`src/rtl/mem_access_seq.sv`:
```
// Sequences one fetch/load/store at a time against a synchronous word RAM and
// latches read data into the instruction register (fetch) or the MDR (load).
module mem_access_seq #(
    parameter int unsigned ADDR_W    = 32,
    parameter int unsigned DATA_W    = 32,
    parameter int unsigned READ_LAT  = 2,
    parameter int unsigned WRITE_LAT = 1
) (
    input  logic              clk,
    input  logic              reset,
    input  logic              req_valid,
    input  logic              req_write,
    input  logic              req_fetch,
    input  logic [ADDR_W-1:0] req_addr,
    input  logic [DATA_W-1:0] req_wdata,
    output logic              req_ready,
    output logic              done,
    output logic              addr_err,
    output logic [ADDR_W-1:0] mem_addr,
    output logic [DATA_W-1:0] mem_wdata,
    output logic              mem_we,
    input  logic [DATA_W-1:0] mem_rdata,
    output logic [31:0]       ir,
    output logic [DATA_W-1:0] mdr,
    output logic [5:0]        opcode,
    output logic [5:0]        funct,
    output logic [4:0]        rs,
    output logic [4:0]        rt,
    output logic [4:0]        rd,
    output logic [15:0]       imm
);

    typedef enum logic [1:0] {
        StIdle,
        StRdWait,
        StWr,
        StDone
    } stateT;

    // Counters load LAT-1 so that reaching zero marks the final wait cycle.
    localparam logic [2:0] ReadCnt  = 3'(READ_LAT - 1);
    localparam logic [2:0] WriteCnt = 3'(WRITE_LAT - 1);

    stateT      state;
    logic [2:0] cnt;
    logic       fetchSel;

    always_ff @(posedge clk or posedge reset) begin
        if (reset) begin
            state     <= StIdle;
            cnt       <= 3'd0;
            fetchSel  <= 1'b0;
            req_ready <= 1'b1;
            done      <= 1'b0;
            addr_err  <= 1'b0;
            mem_addr  <= '0;
            mem_wdata <= '0;
            mem_we    <= 1'b0;
            ir        <= '0;
            mdr       <= '0;
        end else begin
            done     <= 1'b0;
            addr_err <= 1'b0;
            unique case (state)
                StIdle: begin
                    if (req_valid) begin
                        if (req_addr[1:0] != 2'b00) begin
                            // Rejected in place: no RAM traffic, stay ready.
                            addr_err <= 1'b1;
                        end else begin
                            mem_addr  <= req_addr;
                            mem_wdata <= req_wdata;
                            fetchSel  <= req_fetch;
                            req_ready <= 1'b0;
                            if (req_write) begin
                                state  <= StWr;
                                cnt    <= WriteCnt;
                                mem_we <= 1'b1;
                            end else begin
                                state <= StRdWait;
                                cnt   <= ReadCnt;
                            end
                        end
                    end
                end
                StRdWait: begin
                    if (cnt == 3'd0) begin
                        if (fetchSel) begin
                            ir <= mem_rdata[31:0];
                        end else begin
                            mdr <= mem_rdata;
                        end
                        state <= StDone;
                        done  <= 1'b1;
                    end else begin
                        cnt <= cnt - 3'd1;
                    end
                end
                StWr: begin
                    if (cnt == 3'd0) begin
                        mem_we <= 1'b0;
                        state  <= StDone;
                        done   <= 1'b1;
                    end else begin
                        cnt <= cnt - 3'd1;
                    end
                end
                StDone: begin
                    state     <= StIdle;
                    req_ready <= 1'b1;
                end
                default: begin
                    state     <= StIdle;
                    req_ready <= 1'b1;
                    mem_we    <= 1'b0;
                end
            endcase
        end
    end

    assign opcode = ir[31:26];
    assign rs     = ir[25:21];
    assign rt     = ir[20:16];
    assign rd     = ir[15:11];
    assign funct  = ir[5:0];
    assign imm    = ir[15:0];

endmodule

```
`config.mk`:
```
export PLATFORM = sky130hd
export DESIGN_NAME = mem_access_seq
export DESIGN_NICKNAME = d
export VERILOG_FILES = /design/src/rtl/mem_access_seq.sv
export SDC_FILE = /design/constraint.sdc
export NUM_CORES = 1
export LEC_CHECK = 0
export CORE_AREA = 10 10 150 152
export CTS_BUF_LIST = sky130_fd_sc_hd__clkbuf_8
export DETAILED_ROUTE_END_ITERATION = 8
export DIE_AREA = 0 0 160 162
export HOLD_SLACK_MARGIN = 0.12
export REMOVE_ABC_BUFFERS = 1
export SYNTH_ARGS = -nofsm -noshare
export SYNTH_HDL_FRONTEND = slang
export SYNTH_SLANG_ARGS = --single-unit
```
`constraint.sdc`:
```
create_clock -name clk -period 4.9 [get_ports clk]
set_clock_uncertainty 0.15 [all_clocks]
set_input_delay 1.225 -clock clk [delete_from_list [all_inputs] [get_ports clk]]
set_output_delay 1.225 -clock clk [all_outputs]
set_load 0.02 [all_outputs]
```
Word level (Yosys, flattened, before mapping)
Cells that the tools add are included.

Add/sub/neg operators: 1. $mul: 0. Div/mod/pow operators: 0. $lt $le $gt $ge: 0. Equal/unequal tests: 9. Shift operators: 0. Mux-type cells: 23. Bitwise operators: 2. Reductions and logical operators: 14.

Operator list (count): $reduce_and A3 Y1 (5); $mux W1 (12); $ne A2 B2 Y1 const B (5); $mux W3 (3); $mux W2 (4); $reduce_bool A2 Y1 (4); $pmux W2 S3 (1); $pmux W3 S2 (1); $reduce_and A5 Y1 (1); $eq A2 B2 Y1 const B (2); $pmux W1 S2 (2); $reduce_and A4 Y1 (1); $logic_not A3 Y1 (1); $sub A3 B1 Y3 const B (1); $eq A2 B1 Y1 const B (1); $logic_not A2 Y1 (1); $ne A2 B1 Y1 const B (1); $not A1 Y1 (2); $reduce_or A2 Y1 (1).

Flip-flop bits (word level): 138. Bits in latches: 0. Bits in writable memories: 0. ROM bits: 0. Bits of input ports: 101. Output and inout port bits: 175. Word-level logic and storage cells: 60. Memories kept: 0.

Logic depth before layout (Yosys ltp)
Gate-level depths: netlist of run 1.

Word-level depth: 4. Gate-level depth with buffers: 7.

Least setup slack after synthesis of run 1
OpenSTA, ideal clock, no wires.

Kind: input to register. From: input req_addr[1]. To: register cnt[2]. Library setup time: 0.126 ns. Arrival time: 2.133 ns. Required time: 4.624 ns. Slack: 2.491 ns. Cell stages on the path: 3. Buffers on the path: 0. Cell sequence: o21a_4 or3_1 a221o_1.

Cells in the longest elaborated chain, start to end: 3.

Ends and longest elaborated chain: from (decl) (line 14) `input logic [ADDR_W-1:0] req_addr,`; $reduce_bool A2 Y1 (line 67) `if (req_addr[1:0] != 2'b00) begin`; $ne A2 B2 Y1 (no line); $reduce_and A4 Y1 (no line); to (signal assigned) (line 77) `cnt <= WriteCnt;`; to (signal assigned) (line 81) `cnt <= ReadCnt;`; to (signal assigned) (line 96) `cnt <= cnt - 3'd1;`; to (decl) (line 45) `logic [2:0] cnt;`.

No other way between the ends. A chain may end at the register's enable or synchronous reset.

Final worst setup path of run 1
From: register req_ready. To: output req_ready.

RTL lines: from (decl) (line 16) `output logic req_ready,`; from (signal assigned) (line 53) `req_ready <= 1'b1;`; from (signal assigned) (line 74) `req_ready <= 1'b0;`; from (signal assigned) (line 110) `req_ready <= 1'b1;`.

No word-level cell between the ends.

==> summary.md, run 1 <==
| Metric | Value |
|---|---|
| Post-synthesis cell type count | `39` |
| Number of cells on the worst reg-to-reg path | `5` |
| First-pass GRT wire length | `26360 um` |
| Hold depth | `1` |
| Multiplexer area fraction after synthesis | `24.89%` |
| Fin. Hold Viols | `0` |
| Initial antenna violation count | `0` |
| Total CTS buffers | `17` |
| DRT iter0 DRCs | `161` |
| R2r setup slk | `2270 ps` |
| Routed WL | `17250 um` |
| Post-Synth Adder-Cell Area | `1.514%` |
| Num Clock Sinks | `138` |
| Crit Path Category | `reg2out` |
| Xor/xnor share of the synthesized area | `0%` |
| Worst slew pin tran | `942.0 ps` |
| FF-to-FF Start | `cnt[0]$_DFFE_PP0P_` |
| Tot GR Track Use | `13.01%` |
| CP Launch Type | `register` |
| Max Transition Viols Final | `0` |
| Vias post-DR | `3888` |
| Resized Gates After CTS | `0` |
| Layout cell share with drive strength beyond 1 | `26.50%` |
| Register area share after synthesis | `59.71%` |
| Avg Inst Size Synth | `15.15 um^2` |
| Worst r2r dst | `ir[27]$_DFFE_PP0P_` |
| Largest net degree at the start of global routing | `75` |
| Highest-count cells in the layout ignoring fill and taps | `clkdlybuf4s50_1 (275), dfrtp_1 (137), mux2_2 (125)` |
| CP cell instances | `clkdlybuf4s50_1` |
| Yosys reg bits | `138` |
| RSZ-0062 raised after global routing | `no` |
| CTS tree | `yes` |
| Hold Crit Class | `reg2reg` |
| Port Buffer Count | `275` |
| Relative slew slack | `37.13%` |
| Synth Area in Simple Gates | `3.655%` |
| Routed WL per cell | `19.19 um` |
| Number of global-route vias before repair | `4342` |
| Cell Area, Synth | `5786 um^2` |
| CORE AREA | `19400 um^2` |
| Drt drc | `0` |
| TritonRoute pass-1 iters | `4` |
| Dpl cell area | `8468 um^2` |
| Ys Warns | `0` |
| Synth async-reset ratio | `100.0%` |
| Row count | `51` |
| Final std cell area, no fill | `8886 um^2` |
| Ant diodes | `0` |
| Mapped Cells | `382` |
| Max cap viols | `0` |
| # setup viols final | `0` |
| CP Buf/Inv Count | `1` |
| Commonest register cell after synthesis | `dfrtp_1` |
| Starting Density | `29.82%` |
| GRT overflow | `0` |
| Power, Total | `6.576 mW` |
| Status | `complete, no violations` |
| Final Cycle Share | `60.63%` |
| Die height | `162 um` |
| Die area | `25920 um^2` |
| Hold path startpoint | `mem_wdata[31]$_DFFE_PP0P_` |
| Filler instances | `1788` |
| Ports | `276` |
| Crit-path max FO | `3` |
| Clk buf depth | `2` |
| Clk_lat worst skew | `430 ps` |
| Compound-Gate Fraction of Synth Area | `2.098%` |
| Combinational family with the most area after synthesis | `multiplexers` |
| Clock slew at reported path FFs | `80 ps` |
| Peak VDD IR | `0.0003029 V` |
| CTS Root Cell | `clkbuf_8` |
| Routed Antenna Nets | `0` |
| DP Wirelength | `13330 um` |
| Hold Buf Count CTS | `0` |
| FMAX | `336.6 MHz` |
| Fin crit period | `2971 ps` |
| Number of nets in the layout | `729` |
| Slowest stage cell, crit path | `clkdlybuf4s50_1` |
| Syn-to-layout area delta | `53.59%` |
| Commonest non-fill, non-tap cell in the layout | `clkdlybuf4s50_1` |
| Die width | `160 um` |
| Vias per cell | `4.325` |
| GP Congestion | `0.7240` |
| Setup bufs post-CTS | `0` |
| Worst EP arrival | `1600 ps` |
| H-tree Lvls | `4` |
| CP delay by family, top | `buffers and inverters` |
| Crit path largest cell delay | `620 ps` |
| Hold Path End | `mem_wdata[31]$_DFFE_PP0P_` |
| CP endpoint kind | `output pin` |
| P_leak | `3.669 nW` |
| Critical path data required time | `3520 ps` |
| PD cells | `740.0 nW/um^2` |
| Number of synthesized flops with an enable pin | `0` |
## cells in the mapped netlist, types with 3 or more instances
library cell,n,area [um^2]
dfrtp_1,137,3428
mux2_2,125,1408
buf_4,49,367.9
ha_1,7,87.58
buf_6,6,67.56
inv_1,6,22.52
nor2_1,6,22.52
nor2b_1,5,31.28
a211oi_1,3,22.52
nand2_1,3,11.26
## power breakdown
group | internal (mW) | total (mW) | switching (mW)
registers | 1.71 | 2.07 | 0.359
logic | 1.84 | 3.54 | 1.70
clock network | 0.518 | 0.966 | 0.447
total | 4.07 | 6.58 | 2.51
## metal layers
layer | up-vias | share of wire (%) | GRT usage, %
li1 | 1773 | - | -
met1 | 1950 | 37 | 13.01
met2 | 151 | 54 | 24.03
met3 | 14 | 8.0 | 5.890
met4 | 0 | 0.94 | 3.255
met5 | - | 0 | 0
## metrics by stage
| stage | worst slack, ps | util (%) | TNS, ps | instances | hold WS (ps) |
|---|---|---|---|---|---|
| 4_1_cts | 1875 | 45.81 | 0 | 899 | 360.7 |
| 3_5_place_dp | 1505 | 43.65 | 0 | 867 | 344.1 |
| 6_report | 1929 | 45.81 | 0 | 899 | 356.3 |
| 2_1_floorplan | -169.5 | - | -23220 | 324 | 348.3 |
| 5_1_grt | 1814 | 45.81 | 0 | 899 | 373.8 |
| 3_3_place_gp | 1560 | 43.65 | 0 | 867 | 334.8 |
## cells by family (layout without fill, tap and decap cells)
group,after synthesis,in the layout
AOI/OAI and AO/OA,14,14
and+or+nand+nor,31,31
DFF,138,138
muxes,128,128
buffers and inverters,64,316
adders and majority gates,7,7
## how the worst max path moves through the flow
| stage | from | endpoint | slack [ps] | depth (start not counted) |
|---|---|---|---|---|
| after floorplan | reset | addr_err$_DFF_PP0_ | -170 | 1 |
| after global placement | req_valid | mem_wdata[14]$_DFFE_PP0P_ | 1560 | 5 |
| after detailed placement | req_valid | mem_wdata[14]$_DFFE_PP0P_ | 1510 | 5 |
| after CTS | req_ready$_DFFE_PP1P_ | req_ready | 1870 | 1 |
| after global routing | req_ready$_DFFE_PP1P_ | req_ready | 1810 | 1 |
| final | req_ready$_DFFE_PP1P_ | req_ready | 1930 | 1 |
## registers in the layout (all words and copies together), names as in the netlist
register   count
fetchSel       1
req_ready      1
addr_err       1
done           1
mem_we         1
mem_addr      32
mdr           32
mem_wdata     32
state          2
cnt            3
ir            32
## layout make-up
cell class | instances | area [um^2] | area share [%]
Multi-Input combinational cell | 180 | 1867 | 21.01
Clock inverter | 14 | 170.2 | 1.915
Clock buffer | 18 | 247.7 | 2.788
Timing Repair Buffer | 278 | 2788 | 31.37
Inverter | 6 | 27.53 | 0.3098
Sequential cell | 138 | 3455 | 38.88
Tap cell | 265 | 331.6 | 3.731
No activity file was read; power rests on OpenSTA's default activity.
==> run 2: changes to the inputs <==
==> constraint.sdc (replaced) <==
create_clock -name clk -period 2.9 [get_ports clk]
set_clock_uncertainty 0.15 [all_clocks]
set_input_delay 0.725 -clock clk [delete_from_list [all_inputs] [get_ports clk]]
set_output_delay 0.725 -clock clk [all_outputs]
set_load 0.02 [all_outputs]
==> run 2 against run 1 <==
  * Design area grew 0.52%
  * Critical endpoint unchanged
  * Register-to-register slack worse by 1600 ps
  * Cell count up 0.44%
  * Sequential power increased by 69%
  * Combinational power rose by 69%
  * Largest cell class unchanged
  * Critical path depth stayed put
  * Sequential cell count unchanged
  * Power is 67% higher
  * Non-clock buffer count increased by 5
  * Via count down 0.44%
  * Hold slack better by 1.9 ps
  * Highest routed layer unchanged
  * Setup slack worse by 1500 ps
==> summary.md, run 2 (synthesis gave the netlist of run 1 again) <==
| Metric | Value |
|---|---|
| Status | `complete, no violations` |
| CP cell instances | `clkdlybuf4s50_1` |
| Crit path largest cell delay | `620 ps` |
| Vias per cell | `4.287` |
| # setup viols final | `0` |
| Clk_lat worst skew | `420 ps` |
| Hold Crit Class | `reg2reg` |
| PD cells | `1231 nW/um^2` |
| Relative slew slack | `69.33%` |
| Slowest stage cell, crit path | `clkdlybuf4s50_1` |
| Setup bufs post-CTS | `0` |
| DP Wirelength | `13470 um` |
| Max cap viols | `0` |
| Row count | `51` |
| Die height | `162 um` |
| Max Transition Viols Final | `0` |
| Starting Density | `29.82%` |
| Crit-path max FO | `3` |
| Number of nets in the layout | `734` |
| Clk buf depth | `2` |
| Drt drc | `0` |
| Dpl cell area | `8556 um^2` |
| FMAX | `406.5 MHz` |
| Worst EP arrival | `1590 ps` |
| FF-to-FF Start | `state[1]$_DFFE_PP0P_` |
| Routed Antenna Nets | `0` |
| Fin. Hold Viols | `0` |
| Critical path data required time | `2030 ps` |
| Commonest non-fill, non-tap cell in the layout | `clkdlybuf4s50_1` |
| Final Cycle Share | `84.83%` |
| Final std cell area, no fill | `8932 um^2` |
| Ant diodes | `0` |
| R2r setup slk | `720 ps` |
| Setup TNS | `0 ps` |
| CP delay by family, top | `buffers and inverters` |
| Worst r2r dst | `mem_addr[11]$_DFFE_PP0P_` |
| Initial antenna violation count | `0` |
| CTS Root Cell | `clkbuf_8` |
| Layout cell share with drive strength beyond 1 | `26.80%` |
| Worst slew pin tran | `459.1 ps` |
| Num Clock Sinks | `138` |
| Hold depth | `1` |
| Highest-count cells in the layout ignoring fill and taps | `clkdlybuf4s50_1 (275), dfrtp_1 (137), mux2_2 (125)` |
| Crit Path Category | `reg2out` |
| RSZ-0062 raised after global routing | `no` |
| Total CTS buffers | `17` |
| Routed WL | `17190 um` |
| Port Buffer Count | `275` |
| Clock slew at reported path FFs | `80 ps` |
| Hold Buf Count CTS | `0` |
| CP Launch Type | `register` |
| DRT iter0 DRCs | `113` |
| CP endpoint kind | `output pin` |
| Number of cells on the worst reg-to-reg path | `6` |
| CP Buf/Inv Count | `1` |
| Fin crit period | `2460 ps` |
| Hold path startpoint | `mdr[12]$_DFFE_PP0P_` |
| CTS tree | `yes` |
| GRT overflow | `0` |
| Placed insts | `872` |
| Hold Path End | `mdr[12]$_DFFE_PP0P_` |
| Routed WL per cell | `19.04 um` |
| Peak VDD IR | `0.0004565 V` |
| Largest net degree at the start of global routing | `66` |
| Post-Layout Cell Count | `903` |
| Vias post-DR | `3871` |
| GP Congestion | `0.7674` |
| H-tree Lvls | `4` |
| First-pass GRT wire length | `26710 um` |
| TritonRoute pass-1 iters | `4` |
| Die area | `25920 um^2` |
| Number of global-route vias before repair | `4415` |
| Tot GR Track Use | `13.07%` |
| Ports | `276` |
| P_leak | `3.702 nW` |
| Die width | `160 um` |
| Syn-to-layout area delta | `54.39%` |
| Fin util | `46.05%` |
| CORE AREA | `19400 um^2` |
| Resized Gates After CTS | `0` |
| WHS | `358.2 ps` |
## run 2: cell types whose count changed in the layout (fill, tap and decap cells not counted), sizes merged
cell / before / now
inv: 9 / 10
buf: 3 / 8
clkinvlp: 3 / 2
bufinv: 3 / 2
## run 2: per-stage QoR
step,total power [mW],worst slack [ps]
3_3_place_gp,9.538,369.3
2_1_floorplan,6.399,-1670
3_5_place_dp,9.660,352.6
6_report,11.00,439.9
5_1_grt,11.65,334.0
4_1_cts,11.22,377.1
## run 2: worst max-delay path by stage
stage / from / endpoint / slack, ps / depth (start not counted)
after detailed placement: req_addr[1] / mem_wdata[28]$_DFFE_PP0P_ / 350 / 4
after global routing: req_ready$_DFFE_PP1P_ / req_ready / 330 / 1
after CTS: req_ready$_DFFE_PP1P_ / req_ready / 380 / 1
final: req_ready$_DFFE_PP1P_ / req_ready / 440 / 1
after floorplan: reset / addr_err$_DFF_PP0_ / -1670 / 1
after global placement: req_addr[1] / cnt[2]$_DFFE_PP0P_ / 370 / 4
## run 2: report_power, final
group	internal [mW]	switching, mW	total, mW
Clock	0.776	0.732	1.51
Sequential	2.89	0.604	3.49
Combinational	3.13	2.86	6.00
## run 2: final cells by class
type	count	area (um^2)
Tap cell	265	331.6
Multi-Input combinational cell	180	1867
Clock inverter	13	128.9
Timing Repair Buffer	283	2875
Sequential cell	138	3455
Inverter	6	27.53
Fill cell	1822	10470
Clock buffer	18	247.7
## run 2: worst reg2reg max path: stages (launching register included)
cell	delay (ps)
dfrtp_1	420
inv_1	120
ha_1	300
nand2_1	150
nor3_4	170
buf_12	320
mux2_2	440
## run 2: routing by layer
metal,vias to the layer above,share of wire (%),GRT usage [%]
met1,1949,38,13.72
met4,0,0.63,3.130
met3,8,7.6,5.182
li1,1776,-,-
met5,-,0,0
met2,138,54,23.96
==> run 3: changes to the inputs <==
==> constraint.sdc (replaced) <==
create_clock -name clk -period 2.1 [get_ports clk]
set_clock_uncertainty 0.15 [all_clocks]
set_input_delay 0.525 -clock clk [delete_from_list [all_inputs] [get_ports clk]]
set_output_delay 0.525 -clock clk [all_outputs]
set_load 0.02 [all_outputs]
==> run 3 against run 2 <==
  * Sequential share of layout area is 0.20 points lower
  * Design area is 0.52% higher
  * Setup slack worse by 360 ps
  * First-iteration DRC count is 7.1% higher
  * Power is 30% higher
  * Critical path type unchanged
  * Largest cell class unchanged
  * Largest power group unchanged
==> summary.md, run 3 (synthesis gave the netlist of run 1 again) <==
| Metric | Value |
|---|---|
| Number of global-route vias before repair | `4464` |
| Num Clock Sinks | `138` |
| Port Buffer Count | `275` |
| Crit-path max FO | `3` |
| CTS Root Cell | `clkbuf_8` |
| Vias per cell | `4.329` |
| Crit Path Category | `reg2out` |
| CORE AREA | `19400 um^2` |
| Initial antenna violation count | `0` |
| PD cells | `1597 nW/um^2` |
| Clk buf depth | `2` |
| CTS tree | `yes` |
| Clock slew at reported path FFs | `80 ps` |
| GRT overflow | `0` |
| CP cell instances | `dlygate4sd2_1` |
| TritonRoute pass-1 iters | `4` |
| Layout cell share with drive strength beyond 1 | `30.00%` |
| Worst slew pin tran | `401.9 ps` |
| # setup viols final | `0` |
| Placed insts | `894` |
| Psw | `5.868 mW` |
| CP Launch Type | `register` |
| Status | `complete, no violations` |
| Final Cycle Share | `96.07%` |
| RSZ-0062 raised after global routing | `no` |
| Vias post-DR | `4004` |
| Setup bufs post-CTS | `0` |
| Crit path largest cell delay | `550 ps` |
| Die height | `162 um` |
| Internal cell power | `8.467 mW` |
| Ports | `276` |
| DP Wirelength | `14290 um` |
| P_leak | `4.174 nW` |
| CP endpoint kind | `output pin` |
| DRT iter0 DRCs | `121` |
| Clk pwr share | `16.2%` |
| First-pass GRT wire length | `27240 um` |
| Setup TNS | `0 ps` |
| Highest-count cells in the layout ignoring fill and taps | `dlygate4sd2_1 (173), dfrtp_1 (137), mux2_2 (125)` |
| FMAX | `495.7 MHz` |
| Slowest stage cell, crit path | `dfstp_2` |
| Sequential share of power | `33.2%` |
| Fin. Hold Viols | `0` |
| Worst EP arrival | `1340 ps` |
| Syn-to-layout area delta | `55.19%` |
| Total CTS buffers | `17` |
| Hold Buf Count CTS | `0` |
| Ant diodes | `0` |
| Hold Crit Class | `in2async` |
| WHS | `290.0 ps` |
| Drt drc | `0` |
| Fin crit period | `2017 ps` |
| Max cap viols | `0` |
| CP delay by family, top | `flip-flops` |
| Largest net degree at the start of global routing | `34` |
| Commonest non-fill, non-tap cell in the layout | `dlygate4sd2_1` |
| Post-Layout Cell Count | `925` |
| Sw frac | `40.93%` |
| Number of nets in the layout | `756` |
| Peak VDD IR | `0.0006403 V` |
| Logic gate share of total power | `50.6%` |
| Die width | `160 um` |
| Routed WL | `17750 um` |
| Relative slew slack | `73.15%` |
| Tot GR Track Use | `13.51%` |
| Starting Density | `29.82%` |
| Max Transition Viols Final | `0` |
| CP Buf/Inv Count | `1` |
| Routed Antenna Nets | `0` |
| H-tree Lvls | `4` |
| Routed WL per cell | `19.19 um` |
| GP Congestion | `0.7919` |
| Die area | `25920 um^2` |
| Clk_lat worst skew | `430 ps` |
| Row count | `51` |
| Critical path data required time | `1420 ps` |
## run 3: path summary, 6_finish.rpt
path / startpoint / to / slack, ps / cells past startpoint
worst max-delay path: req_ready$_DFFE_PP1P_ / req_ready / 80 / 1
worst min-delay path: reset / mem_addr[27]$_DFFE_PP0P_ / 290 / 2
worst max register to register: cnt[0]$_DFFE_PP0P_ / mdr[24]$_DFFE_PP0P_ / 120 / 6
worst min register to register: mem_wdata[18]$_DFFE_PP0P_ / mem_wdata[18]$_DFFE_PP0P_ / 350 / 1
max in group asynchronous: reset / mem_wdata[26]$_DFFE_PP0P_ / 1010 / 3
min in group clk: mem_wdata[18]$_DFFE_PP0P_ / mem_wdata[18]$_DFFE_PP0P_ / 350 / 1
## run 3: area by class of cell
type,count,area (um^2)
fill,1843,10420
clock buffer,19,261.5
sequential,138,3455
tap,265,331.6
timing repair buffer,305,2867
clock inverter,12,162.7
multi-input combinational,180,1874
inverter,6,27.53
## run 3: timing repair
action,in CTS,in global routing
endpoints found under the setup margin,173,29
endpoints found under the hold margin,0,0
resized for setup,173,5
gates cloned,0,0
## run 3: power groups by stage
| stage | clock network, mW | registers [mW] | logic [mW] |
|---|---|---|---|
| after CTS | 2.42 | 4.80 | 7.42 |
| after global routing | 2.53 | 4.96 | 7.73 |
| final | 2.32 | 4.76 | 7.25 |
| after detailed placement | 0 | 4.92 | 8.60 |
| after floorplan | 0 | 6.87 | 1.96 |
| after global placement | 0 | 4.84 | 8.47 |
## run 3: metal layers
metal,track usage (%),routed length (um),share of wire [%],vias up
li1,-,-,-,1832
met1,14.25,6755,38,2006
met2,24.58,9557,54,147
met3,4.727,1158,6.5,19
met4,4.466,275,1.5,0
met5,0,0,0,-
## run 3: stage by stage
step	worst slack [ps]	util, %	instance area (um^2)	power [mW]
global placement	-210.2	45.15	8758	13.31
finish	82.57	46.28	8979	14.34
CTS	2.390	46.22	8966	14.64
floorplan	-2270	-	5338	8.836
global route	8.144	46.28	8979	15.23
detailed placement	-216.4	45.15	8758	13.51
## run 3: worst reg2reg max path: stages, from the launching register on
cell,delay (ps)
dfrtp_1,410
inv_1,100
ha_2,230
nand2b_4,100
nor3b_4,270
buf_12,230
mux2_2,370
